--- config.mk ---
export PLATFORM = sky130hd
export DESIGN_NAME = key_event_queue
export DESIGN_NICKNAME = d
export VERILOG_FILES = /design/src/rtl/key_event_queue.sv
export SDC_FILE = /design/constraint.sdc
export NUM_CORES = 1
export LEC_CHECK = 0
export CAP_MARGIN = 25
export CORE_ASPECT_RATIO = 0.8
export CORE_MARGIN = 2
export CORE_UTILIZATION = 40
export DETAILED_ROUTE_END_ITERATION = 7
export GPL_TIMING_DRIVEN = 0
export PLACE_DENSITY = 0.52
export SYNTH_ARGS = -nofsm -noshare
export SYNTH_HDL_FRONTEND = slang
export SYNTH_SLANG_ARGS = --single-unit
--- constraint.sdc ---
create_clock -name clk -period 4.37 [get_ports clk]
set_clock_uncertainty 0.05 [all_clocks]
set_input_delay 0.437 -clock clk [delete_from_list [all_inputs] [get_ports clk]]
set_output_delay 0.437 -clock clk [all_outputs]
set_load 0.01 [all_outputs]
--- src/rtl/key_event_queue.sv ---
// Debounces a 16-key keypad and queues press (and optionally release) events in a small FWFT FIFO.
// Optional feature macro: KEY_RELEASE_EVENT_EN (release transitions also produce events).
module key_event_queue #(
  parameter int DEBOUNCE_CYCLES = 1000,
  parameter int FIFO_DEPTH      = 4
) (
  input  logic        clk,
  input  logic        rst,
  input  logic [15:0] keys,
  output logic        ev_valid,
  input  logic        ev_ready,
  output logic [3:0]  ev_code,
  output logic        ev_release,
  output logic [15:0] held,
  output logic        overflow
);

  localparam int PTR_W = $clog2(FIFO_DEPTH);
  localparam logic [15:0]    CNT_LAST = 16'(DEBOUNCE_CYCLES - 1);
  localparam logic [PTR_W:0] FULL_CNT = (PTR_W + 1)'(FIFO_DEPTH);
`ifdef KEY_RELEASE_EVENT_EN
  localparam int EW = 5;
`else
  localparam int EW = 4;
`endif

  logic [15:0]      keys_q;
  logic [15:0]      held_q, held_d;
  logic [15:0]      cnt_q [16];
  logic [15:0]      cnt_d [16];
  logic [15:0]      pend_q, pend_d;
  logic             ovf_q, ovf_d;
  logic [PTR_W-1:0] wr_ptr_q, wr_ptr_d, rd_ptr_q, rd_ptr_d;
  logic [PTR_W:0]   count_q, count_d;
  logic [EW-1:0]    mem_q [FIFO_DEPTH];
  logic [EW-1:0]    wr_dat, head;
  logic [15:0]      fire, gen;
  logic             sel_vld, push, pop;
  logic [3:0]       sel_idx;
`ifdef KEY_RELEASE_EVENT_EN
  logic [15:0]      pend_rel_q, pend_rel_d;
`endif

  // A change is accepted on the clock that completes DEBOUNCE_CYCLES consecutive mismatches.
  always_comb begin
    held_d = held_q;
    fire   = '0;
    for (int i = 0; i < 16; i++) begin
      cnt_d[i] = '0;
      if (keys_q[i] != held_q[i]) begin
        if (cnt_q[i] == CNT_LAST) begin
          held_d[i] = keys_q[i];
          fire[i]   = 1'b1;
        end else begin
          cnt_d[i] = cnt_q[i] + 16'd1;
        end
      end
    end
`ifdef KEY_RELEASE_EVENT_EN
    gen = fire;
`else
    gen = fire & keys_q;
`endif
  end

  always_comb begin
    sel_vld = 1'b0;
    sel_idx = '0;
    for (int i = 15; i >= 0; i--) begin
      if (pend_q[i]) begin
        sel_vld = 1'b1;
        sel_idx = 4'(i);
      end
    end
    pop  = (count_q != '0) && ev_ready;
    push = sel_vld && ((count_q != FULL_CNT) || pop);
`ifdef KEY_RELEASE_EVENT_EN
    wr_dat = {sel_idx, pend_rel_q[sel_idx]};
`else
    wr_dat = sel_idx;
`endif
  end

  // The push clears the pend bit first, so a same-clock new event re-arms it without counting as a merge.
  always_comb begin
    pend_d = pend_q;
    ovf_d  = ovf_q;
`ifdef KEY_RELEASE_EVENT_EN
    pend_rel_d = pend_rel_q;
`endif
    if (push) pend_d[sel_idx] = 1'b0;
    for (int i = 0; i < 16; i++) begin
      if (gen[i]) begin
        if (pend_d[i]) ovf_d = 1'b1;
        pend_d[i] = 1'b1;
`ifdef KEY_RELEASE_EVENT_EN
        pend_rel_d[i] = ~keys_q[i];
`endif
      end
    end
  end

  always_comb begin
    wr_ptr_d = push ? wr_ptr_q + 1'b1 : wr_ptr_q;
    rd_ptr_d = pop  ? rd_ptr_q + 1'b1 : rd_ptr_q;
    count_d  = count_q;
    if (push && !pop)      count_d = count_q + 1'b1;
    else if (pop && !push) count_d = count_q - 1'b1;
  end

  always_ff @(posedge clk) begin
    if (rst) begin
      keys_q   <= '0;
      held_q   <= '0;
      pend_q   <= '0;
      ovf_q    <= 1'b0;
      wr_ptr_q <= '0;
      rd_ptr_q <= '0;
      count_q  <= '0;
      for (int i = 0; i < 16; i++) cnt_q[i] <= '0;
`ifdef KEY_RELEASE_EVENT_EN
      pend_rel_q <= '0;
`endif
    end else begin
      keys_q   <= keys;
      held_q   <= held_d;
      pend_q   <= pend_d;
      ovf_q    <= ovf_d;
      wr_ptr_q <= wr_ptr_d;
      rd_ptr_q <= rd_ptr_d;
      count_q  <= count_d;
      for (int i = 0; i < 16; i++) cnt_q[i] <= cnt_d[i];
`ifdef KEY_RELEASE_EVENT_EN
      pend_rel_q <= pend_rel_d;
`endif
    end
  end

  always_ff @(posedge clk) begin
    if (push) mem_q[wr_ptr_q] <= wr_dat;
  end

  assign head     = mem_q[rd_ptr_q];
  assign ev_valid = (count_q != '0);
  assign ev_code  = ev_valid ? head[EW-1:EW-4] : 4'd0;
`ifdef KEY_RELEASE_EVENT_EN
  assign ev_release = ev_valid & head[0];
`else
  assign ev_release = 1'b0;
`endif
  assign held     = held_q;
  assign overflow = ovf_q;

endmodule

==> results of run 1 <==
==> layer usage <==
| metal | part of all wire | vias up |
|---|---|---|
| met5 | 0 | - |
| met4 | 0.019 | 0 |
| met3 | 0.047 | 44 |
| met2 | 0.40 | 133 |
| met1 | 0.53 | 4721 |
| li1 | - | 5446 |
==> cells by family (layout without fill, tap and decap cells) <==
family | count (synthesis) | after routing | share of synthesized area
simple gates | 803 | 803 | 0.282
flops | 330 | 330 | 0.478
xor+xnor | 235 | 235 | 0.145
buf+inv | 79 | 180 | 0.0224
compound gates | 74 | 74 | 0.0339
fa+ha+maj | 22 | 22 | 0.0200
mux | 21 | 21 | 0.0184
other cells | 1 | 2 | 0.000265
==> layout by cell type, fill, tap and decap left out, drive strengths merged, types with 4 or more instances in the layout <==
master	instances
a211oi	6
a21oi	28
and2	17
and3	46
and4	12
buf	12
clkbuf	87
clkdlybuf4s50	39
dfxtp	314
edfxtp	16
ha	21
inv	37
mux2i	17
mux4	4
nand2	96
nand2b	8
nand3	111
nand3b	7
nand4	30
nor2	330
nor2b	27
nor3	28
nor4	27
nor4b	8
nor4bb	6
o21ai	18
or3	29
or4	9
xnor2	94
xor2	141
==> registers in the layout, indices dropped and copies added, names as in the netlist, named ones only <==
name and cells:
cnt_q 256, held 16, keys_q 16, mem_q 16, pend_q 16, count_q 3
rd_ptr_q 2, wr_ptr_q 2, overflow 1
==> report_power, final <==
part / switching (mW) / internal (mW) / total [mW]
Combinational: 0.145 / 0.141 / 0.286
Sequential: 0.0353 / 3.06 / 3.10
Clock: 1.19 / 1.90 / 3.09
Total: 1.37 / 5.10 / 6.47
==> critical path: cells and delay by family (launching register included) <==
family | cells | cell delay, ns
AOI/OAI and AO/OA | 2 | 0.50
xor gates and xnor gates | 1 | 0.07
adders and majority gates | 2 | 0.40
and+or+nand+nor | 2 | 1.10
DFF | 1 | 0.36
buffers and inverters | 2 | 0.21
==> worst max-delay path by stage <==
stage / startpoint / endpoint / slack [ns] / cells past startpoint
floorplan: pend_q[5] / count_q[2] / 1.99 / 10
global placement: ev_ready / count_q[2] / 1.07 / 10
detailed placement: ev_ready / count_q[2] / 1.11 / 10
CTS: count_q[0] / count_q[2] / 1.60 / 9
global route: count_q[0] / count_q[2] / 1.45 / 9
finish: count_q[0] / count_q[2] / 1.61 / 9
==> through the flow <==
step | std cells | power [mW]
global route | 2138 | 6.74
global placement | 2076 | 3.45
detailed placement | 2076 | 3.45
finish | 2139 | 6.47
floorplan | 1565 | 3.33
CTS | 2137 | 6.58
==> layout make-up <==
class	instances	area [um2]
Tap cell	472	591
Buffer	42	179
Inverter	37	139
Antenna cell	1	2.50
Sequential cell	330	6770
Multi-Input combinational cell	1156	7070
Clock buffer	56	1140
Fill cell	3396	18400
Timing Repair Buffer	40	402
Clock inverter	5	75.1
==> impl_metrics.tcl, run 1 <==
set metrics [dict create \
    cts_htree_levels 2 \
    cp-start-kind "register" \
    grt_pass1_wl_um 49100 \
    layout.nets 1684 \
    hold_ws_ns 0.276 \
    ys_warn_count 0 \
    maxCapViolCount 0 \
    detail-route-antenna-nets 0 \
    irDropWorstVdd_mv 0.294 \
    postCtsHoldBufs 0 \
    cts.sinks 330 \
    fmax_mhz 362 \
    seq_area_frac_synth 0.478 \
    status "completed" \
    cts.clk_slew.worst_paths_ns 0.06 \
    synth_top_area_cell "dfxtp_1" \
    post-dp-hpwl_um 20000 \
    grtUsageTotal 0.161 \
    synthFlopType "dfxtp_1" \
    antenna_found_initial 0 \
    p_leak_nw 5.44 \
    initial_core_util 0.407 \
    drt_first_iter_violations 435 \
    synthCells 1565 \
    drc 0 \
    avgViaCountPerCell 4.84 \
    grt_max_degree 14 \
    synth_fp_nets 1606 \
    synth.top_cells.by_count "330 x nor2_1, 314 x dfxtp_1, 141 x xor2_1, 111 x nand3_1, 95 x nand2_1" \
    fin_crit_sh 0.632 \
    postCtsSetupBuffers 0 \
    hold_start "rst" \
    die_h_um 172 \
    crit_chain "nor4b_2 -> a31o_2 -> inv_2 -> ha_1 -> inv_1 -> fa_1 -> xor2_1 -> or3_1 -> a21oi_1" \
    wl_um 28600 \
    synth_top_area_frac 0.444 \
    grtUsageMet1 0.235 \
    min_path_cells 3 \
    setup_violations 0 \
    hold_end "cnt_q[0][66]" \
    cp_slowest_cell "nor4b_2" \
    synth_edf_count 16 \
    post_cts_resized 0 \
    first_pass_iters 4 \
    crit_arrival_ns 3.15 \
    power.density_nw_per_um2 395 \
    slew_headroom 0.384 \
    tightest_slew_ns 0.911 \
    place_ws_ns 1.11 \
    vias 10300 \
    syn_avg_cell_area_um2 9.05 \
    layout_setup_ws_ns 1.61 \
    port_buffers 39 \
    yosysMostFrequentCell "nor2_1" \
    ys_seq_elements 330 \
    synthArstFlopShare 0 \
    cts_tree "done" \
    endpoint_kind "register" \
    r2r_slack_ns 1.61 \
    dpl_cell_area_um2 15100 \
    slew_violations 0 \
    ctsRootBufferMaster "clkbuf_16" \
    die_w_um 214 \
    area_delta_synth_final_pct 15.6 \
    slowest_delay_ns 0.80 \
    gr-usage-met2 0.239 \
    cts_buffers 36 \
    routedWlPerCell_um 13.4 \
    rsz0062_at_grt "no" \
    core_um2 34800 \
    reg2reg_depth 9 \
    r2r_end "count_q[2]" \
    path_class "reg -> reg" \
    place_congestion 0.807 \
    die_area_um2 36900 \
    synth_cell_types 73 \
    gr-total-overflow 0 \
    clockBufferDepth 3 \
    num_rows 61 \
    io_pins 42 \
    synth_area_leaders "dfxtp_1 44%, nor2_1 8.8%, xor2_1 8.7%" \
    clkLatencyLatePin_ns 0.52 \
    crit_path_max_fanout 10 \
    drive_above_1_share 0.0600 \
    holdCritPathClass "in -> reg" \
    first_global_vias 9746 \
    hold_viol_final 0 \
    period_minus_slack_ns 2.76 \
    grt.busiest_layer "met2" \
    fin_area_um2 16400 \
    use_met3 0.0336 \
    tns_ns 0 \
    timing.rr.start "count_q[0]" \
    crit_required_ns 4.76 \
    synth_area_um2 14200 \
    utilization 0.470 \
]
(Power assumes the default switching activity.)
==> inputs of run 2 (changes only) <==
--- a/config.mk
+++ b/config.mk
@@ -11,7 +11,7 @@
 export CORE_UTILIZATION = 40
 export DETAILED_ROUTE_END_ITERATION = 7
 export GPL_TIMING_DRIVEN = 0
-export PLACE_DENSITY = 0.52
+export PLACE_DENSITY = 0.54
 export SYNTH_ARGS = -nofsm -noshare
 export SYNTH_HDL_FRONTEND = slang
 export SYNTH_SLANG_ARGS = --single-unit
==> constraint.sdc (replaced) <==
create_clock -name clk -period 2.43 [get_ports clk]
set_clock_uncertainty 0.05 [all_clocks]
set_input_delay 0.243 -clock clk [delete_from_list [all_inputs] [get_ports clk]]
set_output_delay 0.243 -clock clk [all_outputs]
set_load 0.01 [all_outputs]
==> run 2 against run 1 <==
Combinational power rose by 92%. Utilization rose by 0.33 points. Fmax rose by 14%. Critical path type unchanged. Largest power group unchanged.
==> impl_metrics.tcl, run 2 (synthesis gave the netlist of run 1 again) <==
set metrics [dict create \
    holdCritPathClass "in -> reg" \
    finalPower_mw 11.4 \
    p_switching_mw 2.54 \
    detail-route-antenna-nets 0 \
    tightest_slew_ns 0.846 \
    tns_ns 0 \
    seqPwrFrac 0.486 \
    gr-total-overflow 0 \
    clockBufferDepth 3 \
    cts_htree_levels 2 \
    grt_max_degree 15 \
    wl_um 28800 \
    io_pins 42 \
    die_h_um 172 \
    cts_tree "done" \
    layout_commonest_cell "nor2_1" \
    grt_pass1_wl_um 49200 \
    port_buffers 39 \
    cts.sinks 330 \
    ctsRootBufferMaster "clkbuf_16" \
    fmax_mhz 414 \
    pwr-share-clk 0.466 \
    layout_setup_ws_ns 0.0137 \
    p_sw_frac 0.222 \
    power.density_nw_per_um2 695 \
    hold_ws_ns 0.0831 \
    first_pass_iters 5 \
    multi_input_area_um2 7200 \
    endpoint_kind "register" \
    drive_above_1_share 0.0785 \
    cts.clk_slew.worst_paths_ns 0.06 \
    first_global_vias 9760 \
    layout.nets 1685 \
    num_rows 61 \
    post-dp-hpwl_um 20200 \
    grtUsageTotal 0.161 \
    period_minus_slack_ns 2.42 \
    cts_buffers 36 \
    place_congestion 0.841 \
    crit_required_ns 2.76 \
    seq_area_um2 6790 \
    place_ws_ns -0.603 \
    die_area_um2 36900 \
    cp-start-kind "register" \
    fin_crit_sh 0.994 \
    p_int_mw 8.90 \
    antenna_found_initial 0 \
    irDropWorstVdd_mv 0.564 \
    status "completed" \
    avgViaCountPerCell 4.89 \
    setup_violations 0 \
    rsz0062_at_grt "yes" \
    routedWlPerCell_um 13.5 \
    slew_violations 0 \
    area_delta_synth_final_pct 16.4 \
    vias 10500 \
    maxCapViolCount 0 \
    pwr-share-comb 0.048 \
    drt_first_iter_violations 609 \
    crit_path_max_fanout 7 \
    drc 0 \
    clkLatencyLatePin_ns 0.54 \
    largest_register_ffs 256 \
    fillers 3413 \
    path_class "reg -> reg" \
    final_cell_mix "330 x nor2_1, 305 x dfxtp_1, 141 x xor2_1" \
    core_um2 34800 \
    hold_viol_final 0 \
    slew_headroom 0.436 \
    p_leak_nw 5.46 \
    initial_core_util 0.407 \
    crit_arrival_ns 2.74 \
    die_w_um 214 \
    antenna_cells 0 \
    largest_register "cnt_q" \
]
run 2: power by group through the flow:
stage / Clock (mW) / Sequential, mW / Combinational [mW]
final: 5.33 / 5.57 / 0.548
after global routing: 5.77 / 5.57 / 0.604
after global placement: 0 / 5.69 / 0.518
after detailed placement: 0 / 5.69 / 0.527
after floorplan: 0 / 5.67 / 0.308
after CTS: 5.51 / 5.57 / 0.528
run 2: area by class of cell:
cell class              count  area share
clock buffers              50      0.0610
well taps                 472      0.0358
plain buffers              39      0.0109
clock inverters            13     0.00843
multi-input cells        1156       0.437
inverters                  37     0.00873
flip-flops and latches    330       0.412
repair buffers             44      0.0260
run 2: path summary, 6_finish.rpt:
path	startpoint	end	slack [ns]	depth (start not counted)
max	pend_q[2]	overflow	0.01	7
min	rst	cnt_q[0][66]	0.08	3
max reg2reg	pend_q[2]	overflow	0.01	7
min reg2reg	cnt_q[0][16]	cnt_q[0][16]	0.39	1
run 2: layer usage:
metal | global-route usage | wire length (um)
met5 | 0 | 0
met4 | 0.0492 | 621
met3 | 0.0348 | 1430
met2 | 0.234 | 11700
met1 | 0.236 | 15100
run 2: worst max-delay path, cell delays in order (launching register included):
cell and delay (ns):
dfxtp_2 0.36, or4_1 0.62, o21ai_0 0.49, nor4_2 0.12, a211oi_1 0.23, and3_1 0.19
o211a_1 0.14, a31oi_1 0.07
run 2: repair_timing:
item                                    CTS  global route
pin swaps                                 0             2
endpoints found under the setup margin   17            82
gates resized for setup                  17            35
hold buffers                              0             0
buffers inserted                          0             5
run 2: metrics by stage:
| stage | cell area, um2 | util | instances |
|---|---|---|---|
| after global routing | 16500 | 0.473 | 2141 |
| after floorplan | 14200 | - | 1565 |
| after detailed placement | 15100 | 0.435 | 2076 |
| after global placement | 15100 | 0.435 | 2076 |
| after CTS | 16300 | 0.469 | 2138 |
| final | 16500 | 0.473 | 2141 |
==> inputs of run 3 (changes only) <==
--- a/config.mk
+++ b/config.mk
@@ -10,7 +10,6 @@
 export CORE_MARGIN = 2
 export CORE_UTILIZATION = 40
 export DETAILED_ROUTE_END_ITERATION = 7
-export GPL_TIMING_DRIVEN = 0
 export PLACE_DENSITY = 0.54
 export SYNTH_ARGS = -nofsm -noshare
 export SYNTH_HDL_FRONTEND = slang
==> run 3 against run 2 <==
Cell count decreased by 0.33%. Sequential power about the same. Routed wire length decreased by 6.4%. Via count decreased by 1.3%. Combinational power decreased by 5.1%. Critical path depth decreased by 4. Fmax increased by 3.1%. Design area decreased by 0.24%. Register-to-register slack improved by 0.09 ns. Non-clock buffer count decreased by 10. Utilization decreased by 0.11 points. Setup slack improved by 0.072 ns. Largest cell class unchanged. Highest routed layer unchanged.
==> impl_metrics.tcl, run 3 (synthesis gave the netlist of run 1 again) <==
set metrics [dict create \
    io_pins 42 \
    drt_first_iter_violations 588 \
    avgViaCountPerCell 4.84 \
    area_delta_synth_final_pct 16.1 \
    ctsRootBufferMaster "clkbuf_16" \
    clockBufferDepth 3 \
    largest_register "cnt_q" \
    crit_path_max_fanout 4 \
    crit_family "multiplexers" \
    period_minus_slack_ns 2.34 \
    p_leak_nw 5.52 \
    crit_chain "mux4_2 -> and2_1 -> clkdlybuf4s50_1" \
    endpoint_kind "output port" \
    tightest_slew_ns 0.600 \
    p_sw_frac 0.209 \
    cp-start-kind "register" \
    drive_above_1_share 0.0734 \
    slew_violations 0 \
    hold_viol_final 0 \
    seqPwrFrac 0.480 \
    rsz0062_at_grt "yes" \
    crit_required_ns 2.14 \
    setup_violations 0 \
    layout.nets 1675 \
    antenna_found_initial 0 \
    post-dp-hpwl_um 19100 \
    place_congestion 0.867 \
    fmax_mhz 427 \
    die_w_um 214 \
    cp_slowest_cell "mux4_2" \
    largest_register_ffs 256 \
    status "completed" \
    wl_um 27000 \
    gr-total-overflow 0 \
    irDropWorstVdd_mv 0.572 \
    power.density_nw_per_um2 706 \
    grt_pass1_wl_um 47200 \
    clkLatencyLatePin_ns 0.52 \
    first_pass_iters 5 \
    holdCritPathClass "in -> reg" \
    drc 0 \
    pwr-share-comb 0.045 \
    slew_headroom 0.596 \
    path_buf_inv 1 \
    layout_commonest_cell "nor2_1" \
    final_cell_mix "330 x nor2_1, 313 x dfxtp_1, 141 x xor2_1" \
    cts_tree "done" \
    pwr-share-clk 0.476 \
    detail-route-antenna-nets 0 \
    die_area_um2 36900 \
    grt_max_degree 43 \
    maxCapViolCount 0 \
    port_buffers 40 \
    vias 10300 \
    finalPower_mw 11.6 \
    crit_arrival_ns 2.05 \
    fin_crit_sh 0.965 \
    antenna_cells 0 \
    initial_core_util 0.407 \
    path_class "reg -> out" \
    num_rows 61 \
    p_switching_mw 2.43 \
    core_um2 34800 \
    cts_buffers 36 \
    grtUsageTotal 0.151 \
    slowest_delay_ns 0.51 \
    first_global_vias 9748 \
    cts_htree_levels 2 \
    routedWlPerCell_um 12.7 \
    die_h_um 172 \
    p_int_mw 9.18 \
    hold_ws_ns 0.135 \
    cts.sinks 330 \
    cts.clk_slew.worst_paths_ns 0.06 \
]
[run 3: cell count changes in the layout (fill, tap and decap cells not counted), sizes merged]
cell / delta
inv: -1
bufinv: +1
buf: +18
clkinv: -3
clkbuf: -21
clkinvlp: -1
[run 3: path summary, 6_finish.rpt]
kind	slack, ns	startpoint	endpoint	cells past startpoint
max	0.09	register	ev_code[0]	3
min	0.13	rst	keys_q[8]	2
max reg2reg	0.10	pend_q[4]	count_q[2]	10
min reg2reg	0.39	cnt_q[0][16]	cnt_q[0][16]	1
[run 3: power by group through the flow]
| stage | clock network (mW) | logic [mW] | registers, mW |
|---|---|---|---|
| global route | 5.97 | 0.575 | 5.58 |
| finish | 5.52 | 0.520 | 5.57 |
| global placement | 0 | 0.515 | 5.69 |
| CTS | 5.72 | 0.530 | 5.57 |
| detailed placement | 0 | 0.527 | 5.69 |
| floorplan | 0 | 0.308 | 5.67 |
[run 3: layer usage]
metal  wire length [um]  up-vias  GRT usage
li1                   -     5419          -
met1              14600     4735      0.222
met2              10600      148      0.220
met3               1290       33     0.0350
met4                463        0     0.0429
met5                  0        -          0
[run 3: through the flow]
stage          setup TNS (ns)  setup slack [ns]   util  instance area (um2)  instances
3_3_place_gp         -0.00830          -0.00830  0.437                15200       2068
3_5_place_dp          -0.0371           -0.0371  0.437                15200       2068
2_1_floorplan               0            0.0510      -                14200       1565
5_1_grt               -0.0292           -0.0292  0.472                16400       2134
6_report                    0            0.0857  0.472                16400       2134
4_1_cts                     0           0.00729  0.472                16400       2134
[run 3: what timing repair did]
action / in CTS / in global routing
hold buffers: 0 / 0
buffers inserted: 0 / 0
pin swaps: 0 / 1
endpoints found under the setup margin: 4 / 5
resized for setup: 1 / 3
[run 3: area by class of cell]
| class | instances | area [um2] |
|---|---|---|
| fill | 3362 | 18400 |
| multi-input combinational | 1156 | 7080 |
| sequential | 330 | 6770 |
| clock buffer | 57 | 1090 |
| timing repair buffer | 73 | 646 |
| tap | 472 | 591 |
| inverter | 37 | 139 |
| clock inverter | 9 | 124 |
